**src/rtl/proc_ctrl_pkg.sv**
```systemverilog
// -----------------------------------------------------------------------------
// proc_ctrl_pkg
// Shared types and constants for the multi-cycle processor control sequencer:
// FSM state encoding, opcode values, ALU function codes and PC source selects.
// No ports.
// -----------------------------------------------------------------------------
package proc_ctrl_pkg;

    typedef enum logic [2:0] {
        S_IDLE,
        S_FETCH,
        S_DECODE,
        S_EXEC,
        S_MEM,
        S_WB,
        S_HALT,
        S_ERROR
    } state_t;

    localparam logic [3:0] OP_RTYPE = 4'h0;
    localparam logic [3:0] OP_ADDI  = 4'h1;
    localparam logic [3:0] OP_LW    = 4'h2;
    localparam logic [3:0] OP_SW    = 4'h3;
    localparam logic [3:0] OP_BEQ   = 4'h4;
    localparam logic [3:0] OP_JMP   = 4'h5;
    localparam logic [3:0] OP_HALT  = 4'hF;

    localparam logic [2:0] ALU_ADD = 3'b000;
    localparam logic [2:0] ALU_SUB = 3'b001;

    localparam logic [1:0] PC_INC = 2'b00;
    localparam logic [1:0] PC_BR  = 2'b01;
    localparam logic [1:0] PC_JMP = 2'b10;

endpackage

```
**src/rtl/proc_ctrl_if.sv**
```systemverilog
// -----------------------------------------------------------------------------
// proc_ctrl_if
// Bundle between the control sequencer and the datapath / memories.
//   master : the sequencer (drives enables, selects, requests, status)
//   slave  : the datapath and memory side (drives decode fields, flags, acks)
// Signals: opcode, fn, alu_zero, instr_ack, mem_ack (datapath -> sequencer);
//          instr_req, ir_load, pc_write, pc_src, alu_op, alu_src, mem_req,
//          mem_we, reg_write, mem_to_reg, halted, bus_err, retired
//          (sequencer -> datapath).
// Build option: PROC_CTRL_TRAP_EN adds the illegal_op status signal.
// -----------------------------------------------------------------------------
interface proc_ctrl_if #(
    parameter int OPCODE_W = 4,
    parameter int FN_W     = 6,
    parameter int ALU_OP_W = 3,
    parameter int CNT_W    = 16
);
    logic [OPCODE_W-1:0] opcode;
    logic [FN_W-1:0]     fn;
    logic                alu_zero;
    logic                instr_ack;
    logic                mem_ack;

    logic                instr_req;
    logic                ir_load;
    logic                pc_write;
    logic [1:0]          pc_src;
    logic [ALU_OP_W-1:0] alu_op;
    logic                alu_src;
    logic                mem_req;
    logic                mem_we;
    logic                reg_write;
    logic                mem_to_reg;
    logic                halted;
    logic                bus_err;
    logic [CNT_W-1:0]    retired;
`ifdef PROC_CTRL_TRAP_EN
    logic                illegal_op;
`endif

    modport master (
        input  opcode, fn, alu_zero, instr_ack, mem_ack,
        output instr_req, ir_load, pc_write, pc_src, alu_op, alu_src,
               mem_req, mem_we, reg_write, mem_to_reg, halted, bus_err, retired
`ifdef PROC_CTRL_TRAP_EN
        , output illegal_op
`endif
    );

    modport slave (
        output opcode, fn, alu_zero, instr_ack, mem_ack,
        input  instr_req, ir_load, pc_write, pc_src, alu_op, alu_src,
               mem_req, mem_we, reg_write, mem_to_reg, halted, bus_err, retired
`ifdef PROC_CTRL_TRAP_EN
        , input illegal_op
`endif
    );

endinterface

```
**src/rtl/proc_ctrl_wdog.sv**
```systemverilog
// -----------------------------------------------------------------------------
// proc_ctrl_wdog
// Wait-state watchdog for one request/ack handshake. Counts cycles in which
// the request is high without an ack; expire_o flags the cycle that would
// bring the count to TIMEOUT so the sequencer can leave on that same edge.
// Ports:
//   clk      system clock, rising edge
//   reset    asynchronous active-low reset
//   clr_i    hold the count at zero (sequencer not in the owning state)
//   req_i    request currently asserted
//   ack_i    handshake completes this cycle
//   expire_o timeout reached this cycle
// -----------------------------------------------------------------------------
module proc_ctrl_wdog #(
    parameter int TIMEOUT = 16
) (
    input  logic clk,
    input  logic reset,
    input  logic clr_i,
    input  logic req_i,
    input  logic ack_i,
    output logic expire_o
);
    localparam int CW = $clog2(TIMEOUT + 1);

    logic [CW-1:0] cnt_q, cnt_d;

    assign expire_o = req_i && !ack_i && (cnt_q == CW'(TIMEOUT - 1));

    always_comb begin
        cnt_d = cnt_q;
        if (clr_i) begin
            cnt_d = '0;
        end else if (req_i && !ack_i) begin
            cnt_d = cnt_q + CW'(1);
        end
    end

    always_ff @(posedge clk or negedge reset) begin
        if (!reset) begin
            cnt_q <= '0;
        end else begin
            cnt_q <= cnt_d;
        end
    end

endmodule

```
**src/rtl/proc_ctrl_fsm.sv**
```systemverilog
// -----------------------------------------------------------------------------
// proc_ctrl_fsm
// Multi-cycle control sequencer for the 16-bit processor datapath. Decodes the
// latched opcode/fn fields, drives every datapath enable and select, and
// handshakes with instruction and data memory, stretching on wait states.
// Ports:
//   clk    system clock, rising edge
//   reset  asynchronous active-low reset
//   bus    proc_ctrl_if.master: decode fields, ALU flag, memory acks in;
//          enables, selects, requests, halted/bus_err status, retired count out
// Build option: PROC_CTRL_TRAP_EN -- illegal opcodes (6..E) trap to ERROR and
// set the sticky illegal_op output. Without it they execute as a NOP.
//
// state    | meaning
// ---------+-----------------------------------------------------------------
// S_IDLE   | one cycle after reset
// S_FETCH  | instr_req until instr_ack; load IR and PC+1 on ack
// S_DECODE | register read and sign-extend settle, no enables
// S_EXEC   | ALU op by opcode; branch/jump update PC
// S_MEM    | mem_req until mem_ack; address held on the ALU
// S_WB     | register file write (ALU result or load data)
// S_HALT   | terminal, halted=1
// S_ERROR  | terminal, bus_err=1 (or illegal_op=1 with trapping)
// -----------------------------------------------------------------------------
module proc_ctrl_fsm
    import proc_ctrl_pkg::*;
#(
    parameter int OPCODE_W    = 4,
    parameter int FN_W        = 6,
    parameter int ALU_OP_W    = 3,
    parameter int MEM_TIMEOUT = 16,
    parameter int CNT_W       = 16
) (
    input  logic        clk,
    input  logic        reset,
    proc_ctrl_if.master bus
);

    state_t             state_q, state_d;
    logic [CNT_W-1:0]   retired_q, retired_d;
    logic               halted_q, halted_d;
    logic               bus_err_q, bus_err_d;
`ifdef PROC_CTRL_TRAP_EN
    logic               illegal_q, illegal_d;
`endif

    logic               instr_req;
    logic               ir_load;
    logic               pc_write;
    logic [1:0]         pc_src;
    logic [ALU_OP_W-1:0] alu_op;
    logic               alu_src;
    logic               mem_req;
    logic               mem_we;
    logic               reg_write;
    logic               mem_to_reg;
    logic               retire;
    logic               fetch_expire;
    logic               mem_expire;
    logic               unused_fn;

    assign unused_fn = ^bus.fn[FN_W-1:ALU_OP_W];

    // Each watchdog is held cleared outside its state, so it starts from zero
    // on every entry to FETCH or MEM.
    proc_ctrl_wdog #(.TIMEOUT(MEM_TIMEOUT)) u_wdog_fetch (
        .clk      (clk),
        .reset    (reset),
        .clr_i    (state_q != S_FETCH),
        .req_i    (instr_req),
        .ack_i    (bus.instr_ack),
        .expire_o (fetch_expire)
    );

    proc_ctrl_wdog #(.TIMEOUT(MEM_TIMEOUT)) u_wdog_mem (
        .clk      (clk),
        .reset    (reset),
        .clr_i    (state_q != S_MEM),
        .req_i    (mem_req),
        .ack_i    (bus.mem_ack),
        .expire_o (mem_expire)
    );

    always_comb begin
        state_d    = state_q;
        halted_d   = halted_q;
        bus_err_d  = bus_err_q;
`ifdef PROC_CTRL_TRAP_EN
        illegal_d  = illegal_q;
`endif
        instr_req  = 1'b0;
        ir_load    = 1'b0;
        pc_write   = 1'b0;
        pc_src     = PC_INC;
        alu_op     = ALU_ADD;
        alu_src    = 1'b0;
        mem_req    = 1'b0;
        mem_we     = 1'b0;
        reg_write  = 1'b0;
        mem_to_reg = 1'b0;
        retire     = 1'b0;

        case (state_q)
            S_IDLE: begin
                state_d = S_FETCH;
            end

            S_FETCH: begin
                instr_req = 1'b1;
                if (bus.instr_ack) begin
                    ir_load  = 1'b1;
                    pc_write = 1'b1;
                    pc_src   = PC_INC;
                    state_d  = S_DECODE;
                end else if (fetch_expire) begin
                    bus_err_d = 1'b1;
                    state_d   = S_ERROR;
                end
            end

            S_DECODE: begin
                state_d = S_EXEC;
            end

            S_EXEC: begin
                case (bus.opcode)
                    OP_RTYPE: begin
                        alu_op  = bus.fn[ALU_OP_W-1:0];
                        state_d = S_WB;
                    end
                    OP_ADDI: begin
                        alu_src = 1'b1;
                        state_d = S_WB;
                    end
                    OP_LW, OP_SW: begin
                        alu_src = 1'b1;
                        state_d = S_MEM;
                    end
                    OP_BEQ: begin
                        alu_op = ALU_SUB;
                        if (bus.alu_zero) begin
                            pc_write = 1'b1;
                            pc_src   = PC_BR;
                        end
                        retire  = 1'b1;
                        state_d = S_FETCH;
                    end
                    OP_JMP: begin
                        pc_write = 1'b1;
                        pc_src   = PC_JMP;
                        retire   = 1'b1;
                        state_d  = S_FETCH;
                    end
                    OP_HALT: begin
                        halted_d = 1'b1;
                        retire   = 1'b1;
                        state_d  = S_HALT;
                    end
                    default: begin
`ifdef PROC_CTRL_TRAP_EN
                        illegal_d = 1'b1;
                        state_d   = S_ERROR;
`else
                        retire  = 1'b1;
                        state_d = S_FETCH;
`endif
                    end
                endcase
            end

            S_MEM: begin
                mem_req = 1'b1;
                mem_we  = (bus.opcode == OP_SW);
                alu_src = 1'b1;
                if (bus.mem_ack) begin
                    if (bus.opcode == OP_SW) begin
                        retire  = 1'b1;
                        state_d = S_FETCH;
                    end else begin
                        state_d = S_WB;
                    end
                end else if (mem_expire) begin
                    bus_err_d = 1'b1;
                    state_d   = S_ERROR;
                end
            end

            S_WB: begin
                reg_write = 1'b1;
                retire    = 1'b1;
                state_d   = S_FETCH;
                // There is no ALU output register, so the ALU controls from
                // EXEC are kept up for ALU-result writes.
                if (bus.opcode == OP_LW) begin
                    mem_to_reg = 1'b1;
                end else if (bus.opcode == OP_RTYPE) begin
                    alu_op = bus.fn[ALU_OP_W-1:0];
                end else begin
                    alu_src = 1'b1;
                end
            end

            S_HALT, S_ERROR: begin
                state_d = state_q;
            end

            default: begin
                state_d = S_IDLE;
            end
        endcase

        retired_d = retired_q + CNT_W'(retire);
    end

    always_ff @(posedge clk or negedge reset) begin
        if (!reset) begin
            state_q   <= S_IDLE;
            retired_q <= '0;
            halted_q  <= 1'b0;
            bus_err_q <= 1'b0;
`ifdef PROC_CTRL_TRAP_EN
            illegal_q <= 1'b0;
`endif
        end else begin
            state_q   <= state_d;
            retired_q <= retired_d;
            halted_q  <= halted_d;
            bus_err_q <= bus_err_d;
`ifdef PROC_CTRL_TRAP_EN
            illegal_q <= illegal_d;
`endif
        end
    end

    assign bus.instr_req  = instr_req;
    assign bus.ir_load    = ir_load;
    assign bus.pc_write   = pc_write;
    assign bus.pc_src     = pc_src;
    assign bus.alu_op     = alu_op;
    assign bus.alu_src    = alu_src;
    assign bus.mem_req    = mem_req;
    assign bus.mem_we     = mem_we;
    assign bus.reg_write  = reg_write;
    assign bus.mem_to_reg = mem_to_reg;
    assign bus.halted     = halted_q;
    assign bus.bus_err    = bus_err_q;
    assign bus.retired    = retired_q;
`ifdef PROC_CTRL_TRAP_EN
    assign bus.illegal_op = illegal_q;
`endif

endmodule

```
**src/flat_wrapper.sv**
```systemverilog
// flat-port wrapper written by rule: the top's interface ports become plain ports
module proc_ctrl_fsm_flat import proc_ctrl_pkg::*;
#(
    parameter int OPCODE_W    = 4,
    parameter int FN_W        = 6,
    parameter int ALU_OP_W    = 3,
    parameter int MEM_TIMEOUT = 16,
    parameter int CNT_W       = 16
)
  (clk, reset, bus_opcode, bus_fn, bus_alu_zero, bus_instr_ack, bus_mem_ack, bus_instr_req, bus_ir_load, bus_pc_write, bus_pc_src, bus_alu_op, bus_alu_src, bus_mem_req, bus_mem_we, bus_reg_write, bus_mem_to_reg, bus_halted, bus_bus_err, bus_retired);
  proc_ctrl_if #(.OPCODE_W(OPCODE_W), .FN_W(FN_W), .ALU_OP_W(ALU_OP_W), .CNT_W(CNT_W)) bus_i ();
  input  logic clk;
  input  logic reset;
  input wire logic [$bits(bus_i.opcode)-1:0] bus_opcode;
  input wire logic [$bits(bus_i.fn)-1:0] bus_fn;
  input wire logic [$bits(bus_i.alu_zero)-1:0] bus_alu_zero;
  input wire logic [$bits(bus_i.instr_ack)-1:0] bus_instr_ack;
  input wire logic [$bits(bus_i.mem_ack)-1:0] bus_mem_ack;
  output wire logic [$bits(bus_i.instr_req)-1:0] bus_instr_req;
  output wire logic [$bits(bus_i.ir_load)-1:0] bus_ir_load;
  output wire logic [$bits(bus_i.pc_write)-1:0] bus_pc_write;
  output wire logic [$bits(bus_i.pc_src)-1:0] bus_pc_src;
  output wire logic [$bits(bus_i.alu_op)-1:0] bus_alu_op;
  output wire logic [$bits(bus_i.alu_src)-1:0] bus_alu_src;
  output wire logic [$bits(bus_i.mem_req)-1:0] bus_mem_req;
  output wire logic [$bits(bus_i.mem_we)-1:0] bus_mem_we;
  output wire logic [$bits(bus_i.reg_write)-1:0] bus_reg_write;
  output wire logic [$bits(bus_i.mem_to_reg)-1:0] bus_mem_to_reg;
  output wire logic [$bits(bus_i.halted)-1:0] bus_halted;
  output wire logic [$bits(bus_i.bus_err)-1:0] bus_bus_err;
  output wire logic [$bits(bus_i.retired)-1:0] bus_retired;
  assign bus_i.opcode = bus_opcode;
  assign bus_i.fn = bus_fn;
  assign bus_i.alu_zero = bus_alu_zero;
  assign bus_i.instr_ack = bus_instr_ack;
  assign bus_i.mem_ack = bus_mem_ack;
  assign bus_instr_req = bus_i.instr_req;
  assign bus_ir_load = bus_i.ir_load;
  assign bus_pc_write = bus_i.pc_write;
  assign bus_pc_src = bus_i.pc_src;
  assign bus_alu_op = bus_i.alu_op;
  assign bus_alu_src = bus_i.alu_src;
  assign bus_mem_req = bus_i.mem_req;
  assign bus_mem_we = bus_i.mem_we;
  assign bus_reg_write = bus_i.reg_write;
  assign bus_mem_to_reg = bus_i.mem_to_reg;
  assign bus_halted = bus_i.halted;
  assign bus_bus_err = bus_i.bus_err;
  assign bus_retired = bus_i.retired;
  proc_ctrl_fsm #(.OPCODE_W(OPCODE_W), .FN_W(FN_W), .ALU_OP_W(ALU_OP_W), .MEM_TIMEOUT(MEM_TIMEOUT), .CNT_W(CNT_W)) u_core (.clk(clk), .reset(reset), .bus(bus_i));
endmodule
```
**config.mk**
```make
export PLATFORM = sky130hd
export DESIGN_NAME = proc_ctrl_fsm_flat
export DESIGN_NICKNAME = d
export VERILOG_FILES = /design/src/rtl/proc_ctrl_pkg.sv /design/src/rtl/proc_ctrl_if.sv /design/src/rtl/proc_ctrl_wdog.sv /design/src/rtl/proc_ctrl_fsm.sv /design/src/flat_wrapper.sv
export SDC_FILE = /design/constraint.sdc
export NUM_CORES = 1
export LEC_CHECK = 0
export ABC_CLOCK_PERIOD_IN_PS = 3100
export BUFFER_PORTS_ARGS = -buffer_cell sky130_fd_sc_hd__buf_2
export CELL_PAD_IN_SITES_DETAIL_PLACEMENT = 0
export CELL_PAD_IN_SITES_GLOBAL_PLACEMENT = 1
export CORE_ASPECT_RATIO = 0.9
export CORE_MARGIN = 3
export CORE_UTILIZATION = 39
export DETAILED_ROUTE_END_ITERATION = 16
export GPL_TIMING_DRIVEN = 0
export PLACE_DENSITY = 0.84
export SYNTH_ARGS = -nofsm -noshare
export SYNTH_HDL_FRONTEND = slang
export SYNTH_SLANG_ARGS = --single-unit
```
**constraint.sdc**
```tcl
create_clock -name clk -period 3.1 [get_ports clk]
set_clock_uncertainty 0.05 [all_clocks]
set_input_delay 0.775 -clock clk [delete_from_list [all_inputs] [get_ports clk]]
set_output_delay 0.775 -clock clk [all_outputs]
set_load 0.005 [all_outputs]
```
==> results of run 1 <==
==> cell type report <==
class,instances,share of cell area
Sequential cell,31,0.3626
Tap cell,60,0.03509
Inverter,11,0.01930
Clock inverter,2,0.01637
Multi-Input combinational cell,127,0.4146
Clock buffer,6,0.03860
Buffer,10,0.02222
Timing Repair Buffer,39,0.09123
==> worst max-delay path by stage <==
| stage | slack, ps | cells past startpoint | to | startpoint |
|---|---|---|---|---|
| global placement | 350 | 10 | u_core.bus.retired[14] | bus_opcode[2] |
| CTS | 490 | 6 | bus_alu_op[2] | bus_opcode[2] |
| global route | 440 | 6 | bus_alu_op[2] | bus_opcode[2] |
| finish | 480 | 6 | bus_alu_op[2] | bus_opcode[2] |
| detailed placement | 320 | 10 | u_core.bus.retired[15] | bus_opcode[2] |
| floorplan | 660 | 9 | u_core.bus.retired[15] | bus_opcode[2] |
==> cell usage in the layout, fill, tap and decap left out, types with 3 or more instances in the layout <==
master,netlist,routed
clkbuf_1,4,4
and3_1,3,3
clkbuf_8,0,6
ha_1,7,7
nand4_1,6,6
nand3_1,8,8
buf_2,5,44
nor2_1,25,25
nand2_1,6,6
dfrtp_1,31,31
xnor2_1,11,11
and2_1,3,3
xor2_1,10,10
nor3_1,4,4
inv_1,10,10
a21oi_1,8,8
==> worst max-delay path, delay by kind of cell <==
family | cells | cell delay [ps]
AND/OR/NAND/NOR | 3 | 600
buffers and inverters | 3 | 420
==> power groups by stage <==
stage / registers (mW) / clock network [mW] / logic [mW]
finish: 0.553 / 0.407 / 0.495
global route: 0.566 / 0.438 / 0.560
CTS: 0.553 / 0.414 / 0.502
detailed placement: 0.560 / 0 / 0.502
global placement: 0.556 / 0 / 0.494
floorplan: 0.549 / 0 / 0.335
==> registers in the layout (all words and copies together), names as in the netlist <==
| signal | flops |
|---|---|
| u_core.bus.retired | 16 |
| u_core.u_wdog_fetch.cnt_q | 5 |
| u_core.u_wdog_mem.cnt_q | 5 |
| u_core.bus.bus_err | 1 |
| u_core.bus.halted | 1 |
| u_core.state_q | 3 |
==> metal layers <==
metal	vias up	GRT usage	wire length, um
met4	0	0.02414	12
li1	709	-	-
met3	2	0.04026	103
met5	-	0	0
met1	659	0.2005	1812
met2	15	0.2244	1672
==> stage by stage <==
stage	setup WS [ps]	power [mW]	utilization	area, um^2	std cells
after floorplan	664.2	0.8843	-	1752	179
after global placement	347.0	1.050	0.4801	2022	278
after detailed placement	318.2	1.062	0.4801	2022	278
after CTS	488.3	1.468	0.5080	2140	286
after global routing	436.0	1.564	0.5080	2140	286
final	478.6	1.455	0.5080	2140	286
==> cell families (layout without fill, tap and decap cells) <==
| family | after synthesis | count (layout) | synth area share |
|---|---|---|---|
| mux | 2 | 2 | 0.01143 |
| xor+xnor | 21 | 21 | 0.1050 |
| compound gates | 24 | 24 | 0.1064 |
| buf+inv | 21 | 68 | 0.05071 |
| fa+ha+maj | 7 | 7 | 0.05000 |
| flops | 31 | 31 | 0.4429 |
| simple gates | 73 | 73 | 0.2336 |
==> Implementation_results.wiki, run 1 <==
{| class="wikitable"
! Metric !! Value
|-
| Share of synthesized area occupied by flip-flops and latches || 0.4429
|-
| # Max-Cap Violations || 0
|-
| Sum of negative setup slack || 0 ps
|-
| Average routed wire per standard cell || 12.59 um
|-
| Top achievable clock speed || 0.3815 GHz
|-
| Required @ worst endpoint || 2270 ps
|-
| Commonest register cell after synthesis || dfrtp_1
|-
| Number of nets in the finished design || between 200 and 250
|-
| Slowest cell on the critical path || nor3_1
|-
| Resize count post-CTS || 0
|-
| Initial antenna violation count || 0
|-
| Final max-slew violation count || 0
|-
| Setup crit start kind || input pin
|-
| Maximum net fanout on the critical path || 8
|-
| Final critical-path required period || 2621 ps
|-
| Layout overhead on the synthesized area || 22.14%
|-
| Min-delay src || u_core.bus.bus_err
|-
| Sequential cell fraction of total power || 0.380
|-
| Ratio of cells with drive above 1 in the final layout || 0.2743
|-
| Post-synth top area share || 0.4429
|-
| Cell chain of the critical path || buf_2, or2_1, buf_2, nor3_1, and2_1, buf_2
|-
| Inserted Clock Buffers || 5
|-
| Final period utilization || 0.8456
|-
| H-Tree Depth || 2
|-
| Most numerous cell in the Yosys netlist || dfrtp_1
|-
| Via density per instance || 4.843
|-
| Post-CTS Hold Fix Bufs || 0
|-
| Setup repair after global routing missed its margin || no
|-
| Diodes inserted || 0
|-
| Type of the worst min-delay path || flop to flop
|-
| Die Ht || ~70 um
|-
| Run status || finished clean
|-
| Synth Instances || 179
|-
| Count of filler cells inserted in the layout || 406
|-
| Die width || between 70 and 80 um
|-
| Clock transition at the registers of the reported paths || roughly 70 ps
|-
| Total number of clock tree sinks || 31
|-
| Net switching power || slightly below 0.5 mW
|-
| Detailed Place HPWL || around 2.7 mm
|-
| Headroom to the max-slew limit || 0.5529
|-
| Buffers inserted during post-CTS setup optimization || 0
|-
| Area occupied by multi-input gates || 887.1 um^2
|-
| Terminus of the critical flop-to-flop path || u_core.bus.retired[15]
|-
| Starting density of the core || 0.4159
|-
| Placeable Area || roughly 4200 um^2
|-
| Worst R2R Start || u_core.state_q[2]
|-
| Cell mode on critical path || buf_2
|-
| CP max stage delay || 230 ps
|-
| Global-route congestion overflow total || 0
|-
| Maximum vdd drop || 612.0 uV
|-
| Internal power || 0.9728 mW
|-
| Number of enable flip-flop cells after synthesis || 0
|-
| Latest clock arrival within the worst-skew pair || 280 ps
|-
| Number of global-route vias before repair || 1355
|-
| Root buffer cell || clkbuf_8
|-
| FFs w/ async S/R, synth || 1.000
|-
| Depth of the worst hold-timing path || 2
|-
| RD Place Congestion || 0.7740
|-
| Total number of yosys warnings || 0
|-
| Library cell with the largest summed area after synthesis || dfrtp_1
|-
| Power density of the placed cells || 680.1 nW/um^2
|-
| Post-Syn Nets || 201
|-
| Static leakage power || 1.084 nW
|-
| Logic gate share of total power || 0.340
|-
| Register-to-register setup slack || 660 ps
|-
| DRC violations left || 0
|-
| Antenna-violating nets left || 0
|-
| Min Hold Slack || 413.0 ps
|-
| First-pass GRT wire length || roughly 6.3 mm
|-
| Clock tree from TritonCTS || done
|-
| Count of routing violations after the opening detailed-route iteration || 57
|-
| Switching Share || 0.3314
|-
| Setup crit end kind || primary output
|-
| Number of input and output port buffers inserted || 39
|-
| Pin count of the biggest net entering global routing || 32
|-
| Clk pwr share || 0.280
|-
| CTS Buffer Depth || 2
|-
| Total of endpoints with negative setup slack in the final report || 0
|-
| Hold Crit Endpoint || u_core.bus.bus_err
|-
| Start-to-end type of the worst setup path || input pin to primary output
|-
| Total vias in the final route || approximately 1400
|-
| Number of iterations in the first detailed-routing pass || 4
|-
| Synth top cells by count || dfrtp_1, nor2_1, xnor2_1
|-
| Critical Path AT || 1800 ps
|-
| Floorplan die area || 5333 um^2
|-
| Total standard cell area after synthesis || 1752 um^2
|-
| Total global-route track usage || 0.1433
|-
| Top-level I/O count || 46
|-
| Leading post-synthesis cells by cell area || dfrtp_1, xnor2_1, nor2_1, ha_1, xor2_1
|-
| Count of cell types in the netlist || 46
|-
| Mean instance size in the synthesized netlist || 9.786 um^2
|-
| Cell Rows || 22
|-
| Footprint of the flip-flops and latches || 775.7 um^2
|-
| Final routed wirelength across all metal layers || 3.601 mm
|-
| Final hold violation count || 0
|-
| R2r worst-path depth || 9
|-
| Slew @ Worst Pin || 670.7 ps
|-
| Register bit total from synthesis || 31
|}
(Power assumes the default switching activity.)
==> inputs of run 2 (changes only) <==
--- a/config.mk
+++ b/config.mk
@@ -5,7 +5,7 @@
 export SDC_FILE = /design/constraint.sdc
 export NUM_CORES = 1
 export LEC_CHECK = 0
-export ABC_CLOCK_PERIOD_IN_PS = 3100
+export ABC_CLOCK_PERIOD_IN_PS = 2610
 export BUFFER_PORTS_ARGS = -buffer_cell sky130_fd_sc_hd__buf_2
 export CELL_PAD_IN_SITES_DETAIL_PLACEMENT = 0
 export CELL_PAD_IN_SITES_GLOBAL_PLACEMENT = 1
==> constraint.sdc (replaced) <==
create_clock -name clk -period 2.61 [get_ports clk]
set_clock_uncertainty 0.05 [all_clocks]
set_input_delay 0.6525 -clock clk [delete_from_list [all_inputs] [get_ports clk]]
set_output_delay 0.6525 -clock clk [all_outputs]
set_load 0.005 [all_outputs]
==> Implementation_results.wiki, run 2 (synthesis gave the netlist of run 1 again) <==
{| class="wikitable"
! Metric !! Value
|-
| Critical path buffer and inverter count || 1
|-
| Total global-route track usage || 0.1433
|-
| Placeable Area || 4212 um^2
|-
| RD Place Congestion || around 0.77
|-
| Average routed wire per standard cell || 12.66 um
|-
| Floorplan die area || 5333 um^2
|-
| Footprint of the flip-flops and latches || 775.7 um^2
|-
| Root buffer cell || clkbuf_8
|-
| Final routed wirelength across all metal layers || 3.634 mm
|-
| Area occupied by multi-input gates || 887.1 um^2
|-
| Resize count post-CTS || 0
|-
| Placement Setup Slack || -49.30 ps
|-
| Total of endpoints with negative setup slack in the final report || 0
|-
| Run status || finished clean
|-
| Critical Path AT || ~2600 ps
|-
| Setup repair after global routing missed its margin || no
|-
| Maximum net fanout on the critical path || 9
|-
| Ratio of cells with drive above 1 in the final layout || 0.2775
|-
| Global-route congestion overflow total || 0
|-
| Final total power || around 1.7 mW
|-
| Via density per instance || a little under 5
|-
| Final critical-path required period || about 2400 ps
|-
| Setup crit end kind || flop
|-
| Final period utilization || 0.9339
|-
| Latest clock arrival within the worst-skew pair || 280 ps
|-
| H-Tree Depth || 2
|-
| Number of global-route vias before repair || 1355
|-
| Die Ht || 69.58 um
|-
| Number of input and output port buffers inserted || 39
|-
| Count of placed standard cells in the final layout, fillers left out || 287
|-
| Final max-slew violation count || 0
|-
| Clock transition at the registers of the reported paths || 70 ps
|-
| Post-Place Cells || 278
|-
| Clock tree from TritonCTS || done
|-
| Die width || 76.65 um
|-
| Post-CTS Hold Fix Bufs || 0
|-
| Count of filler cells inserted in the layout || 405
|-
| Top achievable clock speed || 0.4103 GHz
|-
| Setup crit start kind || flop
|-
| Cell Rows || 22
|-
| Type of the worst min-delay path || input pin to async pin
|-
| Pin count of the biggest net entering global routing || 32
|-
| Total vias in the final route || 1391
|-
| Final hold violation count || 0
|-
| CTS Buffer Depth || 2
|-
| Slowest cell on the critical path || dfrtp_1
|-
| Count of routing violations after the opening detailed-route iteration || 60
|-
| # Max-Cap Violations || 0
|-
| Antenna-violating nets left || 0
|-
| Start-to-end type of the worst setup path || flop to flop
|-
| Layout overhead on the synthesized area || 22.57%
|-
| Path length in cells of the critical path || 9
|-
| Final worst setup slack || 172.5 ps
|-
| Most used cells in the layout excluding fill and tap cells || buf_2, dfrtp_1, nor2_1
|-
| Required @ worst endpoint || 2760 ps
|-
| Most common cell after layout, fill and taps aside || buf_2
|-
| Kind of cell with the highest combined delay on the critical path || simple AND/OR/NAND/NOR gates
|-
| Slew @ Worst Pin || roughly 670 ps
|-
| Power density of the placed cells || 805.5 nW/um^2
|-
| Flip-flop count of the largest register, all copies and words added || 16
|-
| First-pass GRT wire length || between 6 and 7 mm
|-
| Maximum vdd drop || 727.0 uV
|-
| Detailed Place HPWL || 2.741 mm
|-
| Total number of clock tree sinks || 31
|-
| Top-level I/O count || 46
|-
| R2r worst-path depth || 9
|-
| CP max stage delay || 410 ps
|-
| Diodes inserted || 0
|-
| Starting density of the core || 0.4159
|-
| Initial antenna violation count || 0
|-
| Inserted Clock Buffers || 5
|-
| Static leakage power || 1.088 nW
|-
| Headroom to the max-slew limit || 0.5538
|-
| Cell chain of the critical path || or3b_1, buf_4, nor3_4, a221o_1, ha_1, and2_1, nand4_2, nor3_2, xor2_1
|-
| Number of iterations in the first detailed-routing pass || 4
|-
| DRC violations left || 0
|-
| Number of nets in the finished design || roughly 250
|}
## run 2: cell types whose count changed in the layout (fill, tap and decap cells not counted), sizes merged
cell  change
buf       +1
## run 2: through the flow
stage                     setup TNS [ps]  cell area, um^2    util  hold slack [ps]
after floorplan                        0             1752       -            306.9
after global placement            -34.83             2022  0.4801            398.7
after global routing                   0             2147  0.5098            415.5
after detailed placement          -96.28             2022  0.4801            398.0
after CTS                              0             2140  0.5080            382.9
final                                  0             2147  0.5098            359.2
## run 2: area by class of cell
| type | instances | area share |
|---|---|---|
| inverters | 11 | 0.01923 |
| plain buffers | 10 | 0.02214 |
| clock inverters | 2 | 0.01632 |
| clock buffers | 6 | 0.03846 |
| well taps | 60 | 0.03497 |
| flip-flops and latches | 31 | 0.3613 |
| repair buffers | 40 | 0.09441 |
| multi-input cells | 127 | 0.4132 |
## run 2: path summary, 6_finish.rpt
| path | startpoint | end | slack, ps |
|---|---|---|---|
| min in group clk | u_core.bus.bus_err | u_core.bus.bus_err | 410 |
| worst max register to register | u_core.state_q[2] | u_core.bus.retired[15] | 170 |
| worst max-delay path | u_core.state_q[2] | u_core.bus.retired[15] | 170 |
| max in group asynchronous | reset | u_core.bus.halted | 1710 |
| worst min-delay path | reset | u_core.bus.retired[9] | 360 |
| worst min register to register | u_core.bus.bus_err | u_core.bus.bus_err | 410 |
## run 2: what timing repair did
action / in CTS / in global routing
hold endpoints to repair: 0 / 0
buffers inserted: 0 / 1
setup endpoints to repair: 0 / 1
## run 2: power breakdown
part	internal (mW)	leakage [nW]	switching, mW	total (mW)
Combinational	0.276	0.630	0.312	0.588
Sequential	0.571	0.397	0.0857	0.656
Clock	0.309	0.0612	0.176	0.485
## run 2: layer usage
metal,wire length (um),up-vias,GRT usage,part of all wire
li1,-,710,-,-
met1,1817,664,0.2005,0.50
met2,1701,15,0.2244,0.47
met3,103,2,0.04026,0.028
met4,12,0,0.02414,0.0033
met5,0,-,0,0
